### src/rtl/mdu_pkg.sv
// mdu_pkg: op codes, FSM states and widths shared by the HI/LO multiply front-end
package mdu_pkg;
  localparam int DATA_W = 32;
  localparam int PROD_W = 64;
  localparam logic [2:0] MDU_NOP   = 3'b000;
  localparam logic [2:0] MDU_MULTU = 3'b001;
  localparam logic [2:0] MDU_MULT  = 3'b010;
  localparam logic [2:0] MDU_MTHI  = 3'b011;
  localparam logic [2:0] MDU_MTLO  = 3'b100;
  typedef enum logic [1:0] {IDLE, START, WAIT, DONE} state_t;
endpackage

### src/rtl/mdu_hilo_ctrl_if.sv
// mdu_hilo_ctrl_if: start/ready handshake and operand/product bus to the external multiplier
interface mdu_hilo_ctrl_if;
  import mdu_pkg::*;
  logic              mul_start;
  logic [DATA_W-1:0] mul_a;
  logic [DATA_W-1:0] mul_b;
  logic [PROD_W-1:0] mul_product;
  logic              mul_ready;
  modport master (output mul_start, mul_a, mul_b, input mul_product, mul_ready);
  modport slave  (input mul_start, mul_a, mul_b, output mul_product, mul_ready);
endinterface

### src/rtl/mdu_sign_adjust.sv
// mdu_sign_adjust: operand magnitudes, result sign and conditional 64-bit product negation for MULT
module mdu_sign_adjust
  import mdu_pkg::*;
(
  input  logic              signed_i,
  input  logic [DATA_W-1:0] a_i,
  input  logic [DATA_W-1:0] b_i,
  input  logic              neg_i,
  input  logic [PROD_W-1:0] product_i,
  output logic [DATA_W-1:0] a_o,
  output logic [DATA_W-1:0] b_o,
  output logic              neg_o,
  output logic [PROD_W-1:0] product_o
);
  // -2^31 negates to itself, which is the correct unsigned magnitude
  assign a_o       = (signed_i && a_i[DATA_W-1]) ? -a_i : a_i;
  assign b_o       = (signed_i && b_i[DATA_W-1]) ? -b_i : b_i;
  assign neg_o     = signed_i && (a_i[DATA_W-1] ^ b_i[DATA_W-1]);
  assign product_o = neg_i ? -product_i : product_i;
endmodule

### src/rtl/mdu_hilo_ctrl.sv
// mdu_hilo_ctrl: sequences the external shift-add multiplier and owns HI/LO; MDU_SIGNED_EN enables MULT sign correction
module mdu_hilo_ctrl
  import mdu_pkg::*;
(
  input  logic              clk,
  input  logic              reset_n,
  input  logic              op_valid,
  input  logic [2:0]        op,
  input  logic [DATA_W-1:0] rs_val,
  input  logic [DATA_W-1:0] rt_val,
  output logic              busy,
  output logic              done,
  output logic [DATA_W-1:0] hi,
  output logic [DATA_W-1:0] lo,
  mdu_hilo_ctrl_if.master   mul
);
  state_t            state_q;
  logic              busy_q, done_q, start_q, is_mul;
  logic [DATA_W-1:0] hi_q, lo_q, a_q, b_q, a_d, b_d;
  logic [PROD_W-1:0] prod_d;
  assign is_mul = (op == MDU_MULT) || (op == MDU_MULTU);
`ifdef MDU_SIGNED_EN
  logic neg_q, neg_d;
  mdu_sign_adjust u_sign (
    .signed_i (op == MDU_MULT),
    .a_i      (rs_val),
    .b_i      (rt_val),
    .neg_i    (neg_q),
    .product_i(mul.mul_product),
    .a_o      (a_d),
    .b_o      (b_d),
    .neg_o    (neg_d),
    .product_o(prod_d)
  );
  // Result sign is latched with the operands so the product can be corrected at capture
  always_ff @(posedge clk) begin
    if (!reset_n) neg_q <= 1'b0;
    else if (state_q == IDLE && op_valid && is_mul) neg_q <= neg_d;
  end
`else
  assign a_d    = rs_val;
  assign b_d    = rt_val;
  assign prod_d = mul.mul_product;
`endif
  // Control FSM: accept in IDLE, one-cycle start, wait for ready, one-cycle done
  always_ff @(posedge clk) begin
    if (!reset_n) begin
      state_q <= IDLE;
      busy_q  <= 1'b0;
      done_q  <= 1'b0;
      start_q <= 1'b0;
      hi_q    <= '0;
      lo_q    <= '0;
      a_q     <= '0;
      b_q     <= '0;
    end else begin
      case (state_q)
        IDLE:
          if (op_valid && is_mul) begin
            state_q <= START;
            busy_q  <= 1'b1;
            start_q <= 1'b1;
            a_q     <= a_d;
            b_q     <= b_d;
          end else if (op_valid && op == MDU_MTHI) hi_q <= rs_val;
          else if (op_valid && op == MDU_MTLO) lo_q <= rs_val;
        START: begin
          state_q <= WAIT;
          start_q <= 1'b0;
        end
        WAIT:
          if (mul.mul_ready) begin
            state_q      <= DONE;
            busy_q       <= 1'b0;
            done_q       <= 1'b1;
            {hi_q, lo_q} <= prod_d;
          end
        DONE: begin
          state_q <= IDLE;
          done_q  <= 1'b0;
        end
      endcase
    end
  end
  assign busy          = busy_q;
  assign done          = done_q;
  assign hi            = hi_q;
  assign lo            = lo_q;
  assign mul.mul_start = start_q;
  assign mul.mul_a     = a_q;
  assign mul.mul_b     = b_q;
endmodule

### src/flat_wrapper.sv
// flat-port wrapper written by rule: the top's interface ports become plain ports
module mdu_hilo_ctrl_flat import mdu_pkg::*;
  (clk, reset_n, op_valid, op, rs_val, rt_val, busy, done, hi, lo, mul_mul_start, mul_mul_a, mul_mul_b, mul_mul_product, mul_mul_ready);
  mdu_hilo_ctrl_if mul_i ();
  input  logic clk;
  input  logic reset_n;
  input  logic op_valid;
  input  logic [2:0] op;
  input  logic [DATA_W-1:0] rs_val;
  input  logic [DATA_W-1:0] rt_val;
  output logic busy;
  output logic done;
  output logic [DATA_W-1:0] hi;
  output logic [DATA_W-1:0] lo;
  output wire logic [$bits(mul_i.mul_start)-1:0] mul_mul_start;
  output wire logic [$bits(mul_i.mul_a)-1:0] mul_mul_a;
  output wire logic [$bits(mul_i.mul_b)-1:0] mul_mul_b;
  input wire logic [$bits(mul_i.mul_product)-1:0] mul_mul_product;
  input wire logic [$bits(mul_i.mul_ready)-1:0] mul_mul_ready;
  assign mul_mul_start = mul_i.mul_start;
  assign mul_mul_a = mul_i.mul_a;
  assign mul_mul_b = mul_i.mul_b;
  assign mul_i.mul_product = mul_mul_product;
  assign mul_i.mul_ready = mul_mul_ready;
  mdu_hilo_ctrl u_core (.clk(clk), .reset_n(reset_n), .op_valid(op_valid), .op(op), .rs_val(rs_val), .rt_val(rt_val), .busy(busy), .done(done), .hi(hi), .lo(lo), .mul(mul_i));
endmodule
### config.mk
export PLATFORM = sky130hd
export DESIGN_NAME = mdu_hilo_ctrl_flat
export DESIGN_NICKNAME = d
export VERILOG_FILES = /design/src/rtl/mdu_pkg.sv /design/src/rtl/mdu_hilo_ctrl_if.sv /design/src/rtl/mdu_sign_adjust.sv /design/src/rtl/mdu_hilo_ctrl.sv /design/src/flat_wrapper.sv
export SDC_FILE = /design/constraint.sdc
export NUM_CORES = 1
export LEC_CHECK = 0
export CAP_MARGIN = 20
export CELL_PAD_IN_SITES_DETAIL_PLACEMENT = 0
export CELL_PAD_IN_SITES_GLOBAL_PLACEMENT = 1
export CORE_UTILIZATION = 29
export CTS_CLUSTER_SIZE = 12
export DETAILED_ROUTE_END_ITERATION = 6
export GPL_ROUTABILITY_DRIVEN = 0
export GPL_TIMING_DRIVEN = 1
export PLACE_DENSITY = 0.78
export REMOVE_ABC_BUFFERS = 1
export SYNTH_ARGS = -nofsm -noshare
export SYNTH_HDL_FRONTEND = slang
export SYNTH_SLANG_ARGS = --single-unit
### constraint.sdc
create_clock -name clk -period 2.3 [get_ports clk]
set_input_delay 0.23 -clock clk [delete_from_list [all_inputs] [get_ports clk]]
set_output_delay 0.23 -clock clk [all_outputs]
set_load 0.05 [all_outputs]
==> results of run 1 <==
## worst paths after layout
kind	slack (ns)	end	depth (start not counted)
worst min register to register	0.45	u_core.mul.mul_a[5]	2
worst max register to register	0.37	u_core.lo[6]	7
worst min-delay path	0.31	u_core.lo[30]	2
worst max-delay path	0.37	u_core.lo[6]	7
## power breakdown
group	internal (mW)	total (mW)	switching, mW
sequential	2.72	2.92	0.208
clock	2.31	3.35	1.04
combinational	1.54	4.19	2.65
total	6.57	10.5	3.90
## metrics by stage
step / power, mW / instances / instance area [sq um] / setup TNS (ns) / worst slack (ns)
finish: 10.5 / 1123 / 9140 / 0 / 0.371
global route: 11.0 / 1123 / 9140 / 0 / 0.227
CTS: 10.6 / 1123 / 9140 / 0 / 0.357
detailed placement: 7.18 / 1092 / 8410 / 0 / 0.381
global placement: 7.16 / 1092 / 8410 / 0 / 0.415
floorplan: 5.59 / 582 / 5290 / -98.80 / -1.44
## logic make-up after synthesis
family	count (synthesis)	share of synthesized area (%)
buf+inv	56	5.13
flops	133	47.9
mux	2	0.427
xor+xnor	1	0.157
fa+ha+maj	4	0.900
compound gates	204	27.9
simple gates	235	17.7
## worst max-delay path, stage by stage, from the launching register on
cell	delay, ns
dfxtp_1	0.34
inv_1	0.13
ha_1	0.40
mux2i_2	0.19
a21oi_4	0.17
buf_12	0.30
nand2_1	0.10
o211a_1	0.14
## cells in the final DEF (no fill, tap or decap), types with 2 or more instances in the layout
cell type | netlist | layout
buf_12 | 0 | 6
a21oi_4 | 2 | 2
inv_1 | 3 | 3
nand2_1 | 195 | 195
clkbuf_8 | 0 | 2
clkdlybuf4s50_1 | 0 | 264
clkbuf_16 | 0 | 17
a21boi_1 | 21 | 21
o211a_1 | 64 | 64
dfxtp_1 | 133 | 133
a21oi_1 | 65 | 65
a21boi_0 | 45 | 45
bufinv_16 | 0 | 8
buf_4 | 2 | 6
clkinv_4 | 0 | 3
nor2b_1 | 34 | 34
nor2_1 | 2 | 2
o21a_1 | 4 | 4
ha_1 | 4 | 3
## Yosys cell counts, types with 2 or more instances
library cell / instances / area, sq um
a21boi_1: 21 / 158
buf_6: 5 / 56.3
a21boi_0: 45 / 338
ha_1: 4 / 50.1
o21a_1: 4 / 30.0
nor2b_1: 34 / 213
nor2_1: 2 / 7.51
nand2_1: 195 / 732
a21oi_1: 65 / 325
buf_4: 2 / 15.0
dfxtp_1: 133 / 2660
a21oi_4: 2 / 32.5
clkbuf_1: 22 / 82.6
o211a_1: 64 / 641
buf_2: 24 / 120
inv_1: 3 / 11.3
## registers in the layout, indices dropped and copies added (netlist names)
name / count
u_core.mul.mul_start: 1
u_core.state_q: 2
u_core.busy: 1
u_core.hi: 32
u_core.done: 1
u_core.mul.mul_a: 32
u_core.mul.mul_b: 32
u_core.lo: 32
## metal layers
metal	track usage [%]	part of all wire [%]
met1	20.1	44
met2	30.8	48
met3	6.80	6.9
met4	4.81	0.94
met5	0	0
## layout make-up
type / count / area (sq um)
Clock buffer: 19 / 453
Clock inverter: 12 / 274
Fill cell: 1813 / 9630
Inverter: 3 / 11.3
Multi-Input combinational cell: 446 / 2640
Sequential cell: 133 / 2660
Tap cell: 234 / 293
Timing Repair Buffer: 276 / 2810
==> out/qor.csv, run 1 <==
metric,value,unit
Fin Hold WS,0.313,ns
Layout area overhead,64.2,%
min-delay src,reset_n,
number of vias per cell,4.66,
half-perimeter wire length after detailed placement,11400,microns
reported leakage power,3.93,nW
worst skew pair latency,0.41,ns
largest fanout on the critical path,64,
CP Data Required Time,2.60,ns
unrepaired setup endpoints after global routing,false,
Post-synth EDFFs,0,
Final period util,83.9,%
total of cells resized after clock tree synthesis,0,
mean instance size in the synthesized netlist,8.76,sq um
async set-reset flop share out of synthesis,0,%
clock sink total,133,
buffer cell driving the clock tree root,clkbuf_16,
aggregate global routing overflow,0,
number of antenna violations at the first check in global routing,0,
Clock transition at path regs,0.06,ns
post-synthesis sequential area ratio,47.9,%
count of vias placed by the detailed router,5237,
wire per inst,15.3,microns
height of the die,141,microns
Placement Rows,50,
Yosys warnings,0,
type of origin of the critical path,flip-flop,
CTS tree,yes,
number of violations of the max-capacitance limit,0,
antenna cells,0,
number of global-route vias before repair,5152,
total clock buffers created by CTS,17,
DRC violations left,0,
worst slew slack as a fraction of its limit,60.9,%
final hold violations,0,
number of buffers inserted by hold repair at cts,0,
distinct cell type count of the synthesized netlist,26,
fin util,48.7,%
setup skew after layout,0.00616,ns
number of buffers added for setup after CTS,0,
Max Freq,0.519,GHz
H-tree level count,4,
crit path capture type,flip-flop,
pins over their slew limit,0,
CP Class,flip-flop to flip-flop,
Core Region,18800,sq um
CTS max path bufs,2,
Seq cells post-synth,133,
number of nets in the final layout,1016,
count of input and output buffers,265,
critical path data arrival time,2.23,ns
final critical-path required period,1.93,ns
gate count after technology mapping,635,
start point of the critical path,u_core.state_q[0],
transition time of the tightest slew-check pin,0.584,ns
power per cell area,1150,nW/um^2
io pins,266,
starting utilization of the core area,29.6,%
share of final-layout standard cells stronger than drive strength 1,5.74,%
pin count of the biggest net entering global routing,66,
leading register cell type out of synthesis,dfxtp_1,
Final Routed Wirelength,17200,microns
global routing usage summed across all routing layers,17.7,%
min-delay worst type,input port to flip-flop,
DIE WIDTH,141,microns
first-pass GRT wire length,27200,microns
drt pass-1 iters,4,
setup violators final,0,
status,finished clean,
antenna-violating nets left,0,
peak ir drop on the vdd network,0.564,mV
number of DRC violations after detailed-routing iteration 0,177,
cell area after technology mapping,5560,sq um
Total Die Area,19700,sq um
start of the worst register-to-register path,u_core.state_q[0],
(Power assumes the default switching activity.)
==> run 2: changes to the inputs <==
Settings changed: CORE_UTILIZATION 29 to 26, PLACE_DENSITY 0.78 to 0.74.
Clock period 2.3 ns to 1.59 ns, I/O delays scaled along.
==> out/qor.csv, run 2 (synthesis gave the netlist of run 1 again) <==
metric,value,unit
status,"finished, violations left",
violated checks,setup timing,
worst slew slack as a fraction of its limit,81.2,%
Final Routed Wirelength,20000,microns
Core Region,21000,sq um
CTS max path bufs,2,
count of non-filler cells in the finished layout,1200,
"leading cell types in the layout, fill and taps excluded","nand2_1 (175), buf_4 (144), clkdlybuf4s50_1 (133)",
min-delay worst type,input port to flip-flop,
Fin Hold WS,0.126,ns
Max Freq,0.589,GHz
count of input and output buffers,265,
height of the die,148,microns
buffer cell driving the clock tree root,clkbuf_16,
Total Power Consumption,16.4,mW
crit path capture type,flip-flop,
global routing usage summed across all routing layers,17.4,%
io pins,266,
pins over their slew limit,0,
number of inserted filler cells in the final layout,2087,
sw frac,39.4,%
unrepaired setup endpoints after global routing,true,
Layout area overhead,70.3,%
count of vias placed by the detailed router,5434,
combinational share of power,50.6,%
CP Class,flip-flop to flip-flop,
worst skew pair latency,0.42,ns
clock sink total,133,
drt pass-1 iters,4,
power per cell area,1730,nW/um^2
final critical-path required period,1.70,ns
CTS tree,yes,
H-tree level count,4,
total clock buffers created by CTS,17,
wire per inst,16.7,microns
Clock transition at path regs,0.06,ns
share of final-layout standard cells stronger than drive strength 1,25.9,%
number of DRC violations after detailed-routing iteration 0,216,
starting utilization of the core area,26.5,%
critical path data arrival time,2.01,ns
Final period util,107,%
half-perimeter wire length after detailed placement,12200,microns
final cell area excluding filler cells,9470,sq um
internal power of the cells,9.94,mW
Sequential Power Share,25.8,%
aggregate negative setup slack,-4.71,ns
number of antenna violations at the first check in global routing,0,
type of origin of the critical path,flip-flop,
DRC violations left,0,
CP Data Required Time,1.90,ns
number of vias per cell,4.53,
antenna-violating nets left,0,
DIE WIDTH,148,microns
Total Die Area,22000,sq um
setup slack of the critical path after layout,-0.108,ns
aggregate global routing overflow,0,
largest fanout on the critical path,10,
Reg2Reg Setup Slack,-0.11,ns
setup violators final,64,
first-pass GRT wire length,29300,microns
number of global-route vias before repair,5263,
antenna cells,0,
"most common cell after layout, fill and taps aside",nand2_1,
transition time of the tightest slew-check pin,0.281,ns
number of violations of the max-capacitance limit,0,
number of buffers inserted by hold repair at cts,0,
dpl cells,1144,
final hold violations,0,
setup skew after layout,0.0103,ns
number of nets in the final layout,1052,
pin count of the biggest net entering global routing,67,
peak ir drop on the vdd network,0.738,mV
reported leakage power,4.45,nW
"Cell Area, Placed",8280,sq um
Net Switching,6.48,mW
proportion of power drawn by the clock network,23.6,%
Placement Rows,53,
## run 2: final timing paths
path	from	endpoint	cells past startpoint
min reg2reg	u_core.mul.mul_a[13]	u_core.mul.mul_a[13]	2
min	reset_n	u_core.hi[15]	2
max reg2reg	u_core.state_q[1]	u_core.lo[9]	9
max	u_core.state_q[1]	u_core.lo[9]	9
## run 2: per-layer routing
layer	up-vias	wire length [microns]	GRT usage, %	share of wire, %
li1	2739	-	-	-
met1	2524	8760	20.7	44
met2	149	9730	29.6	49
met3	22	1200	5.37	6.0
met4	0	309	5.57	1.5
met5	-	0	0	0
## run 2: worst max-delay path, cell delays in order, from the launching register on
cell and delay (ns):
dfxtp_2 0.33, buf_6 0.11, ha_4 0.16, mux2i_4 0.20, buf_6 0.13, a21oi_4 0.12, buf_12 0.18, clkbuf_16 0.18
nand2_1 0.06, o211a_1 0.12
## run 2: layout make-up
class | count | area, sq um | area share (%)
timing repair buffer | 312 | 3150 | 33.3
multi-input combinational | 446 | 2730 | 28.8
sequential | 133 | 2670 | 28.1
clock buffer | 22 | 464 | 4.90
tap | 275 | 344 | 3.63
clock inverter | 9 | 104 | 1.10
inverter | 3 | 16.3 | 0.172
## run 2: timing repair
action / in CTS / in global routing
endpoints found under the setup margin: 64 / 67
setup buffers: 10 / 1
pin swaps: 1 / 2
cloned: 8 / 7
gates resized for setup: 33 / 19
## run 2: power by group through the flow
| stage | clock [mW] | sequential (mW) | combinational [mW] |
|---|---|---|---|
| 2_1_floorplan | 0 | 6.18 | 1.91 |
| 3_3_place_gp | 0 | 4.28 | 6.17 |
| 3_5_place_dp | 0 | 4.29 | 6.20 |
| 4_1_cts | 3.97 | 4.24 | 7.70 |
| 5_1_grt | 4.13 | 4.31 | 8.80 |
| 6_report | 3.87 | 4.24 | 8.31 |
## run 2: through the flow
| step | setup slack [ns] | util, % |
|---|---|---|
| final | -0.108 | 45.1 |
| after global routing | -0.174 | 45.1 |
| after CTS | -0.0807 | 44.1 |
| after detailed placement | -0.206 | 39.4 |
| after global placement | -0.181 | 39.4 |
| after floorplan | -2.15 | - |
==> run 3: changes to the inputs <==
Settings changed: ABC_CLOCK_PERIOD_IN_PS set to 1590.
==> results of run 3 <==
Same layout as run 2: the final DEF is identical, and so are final timing and power.
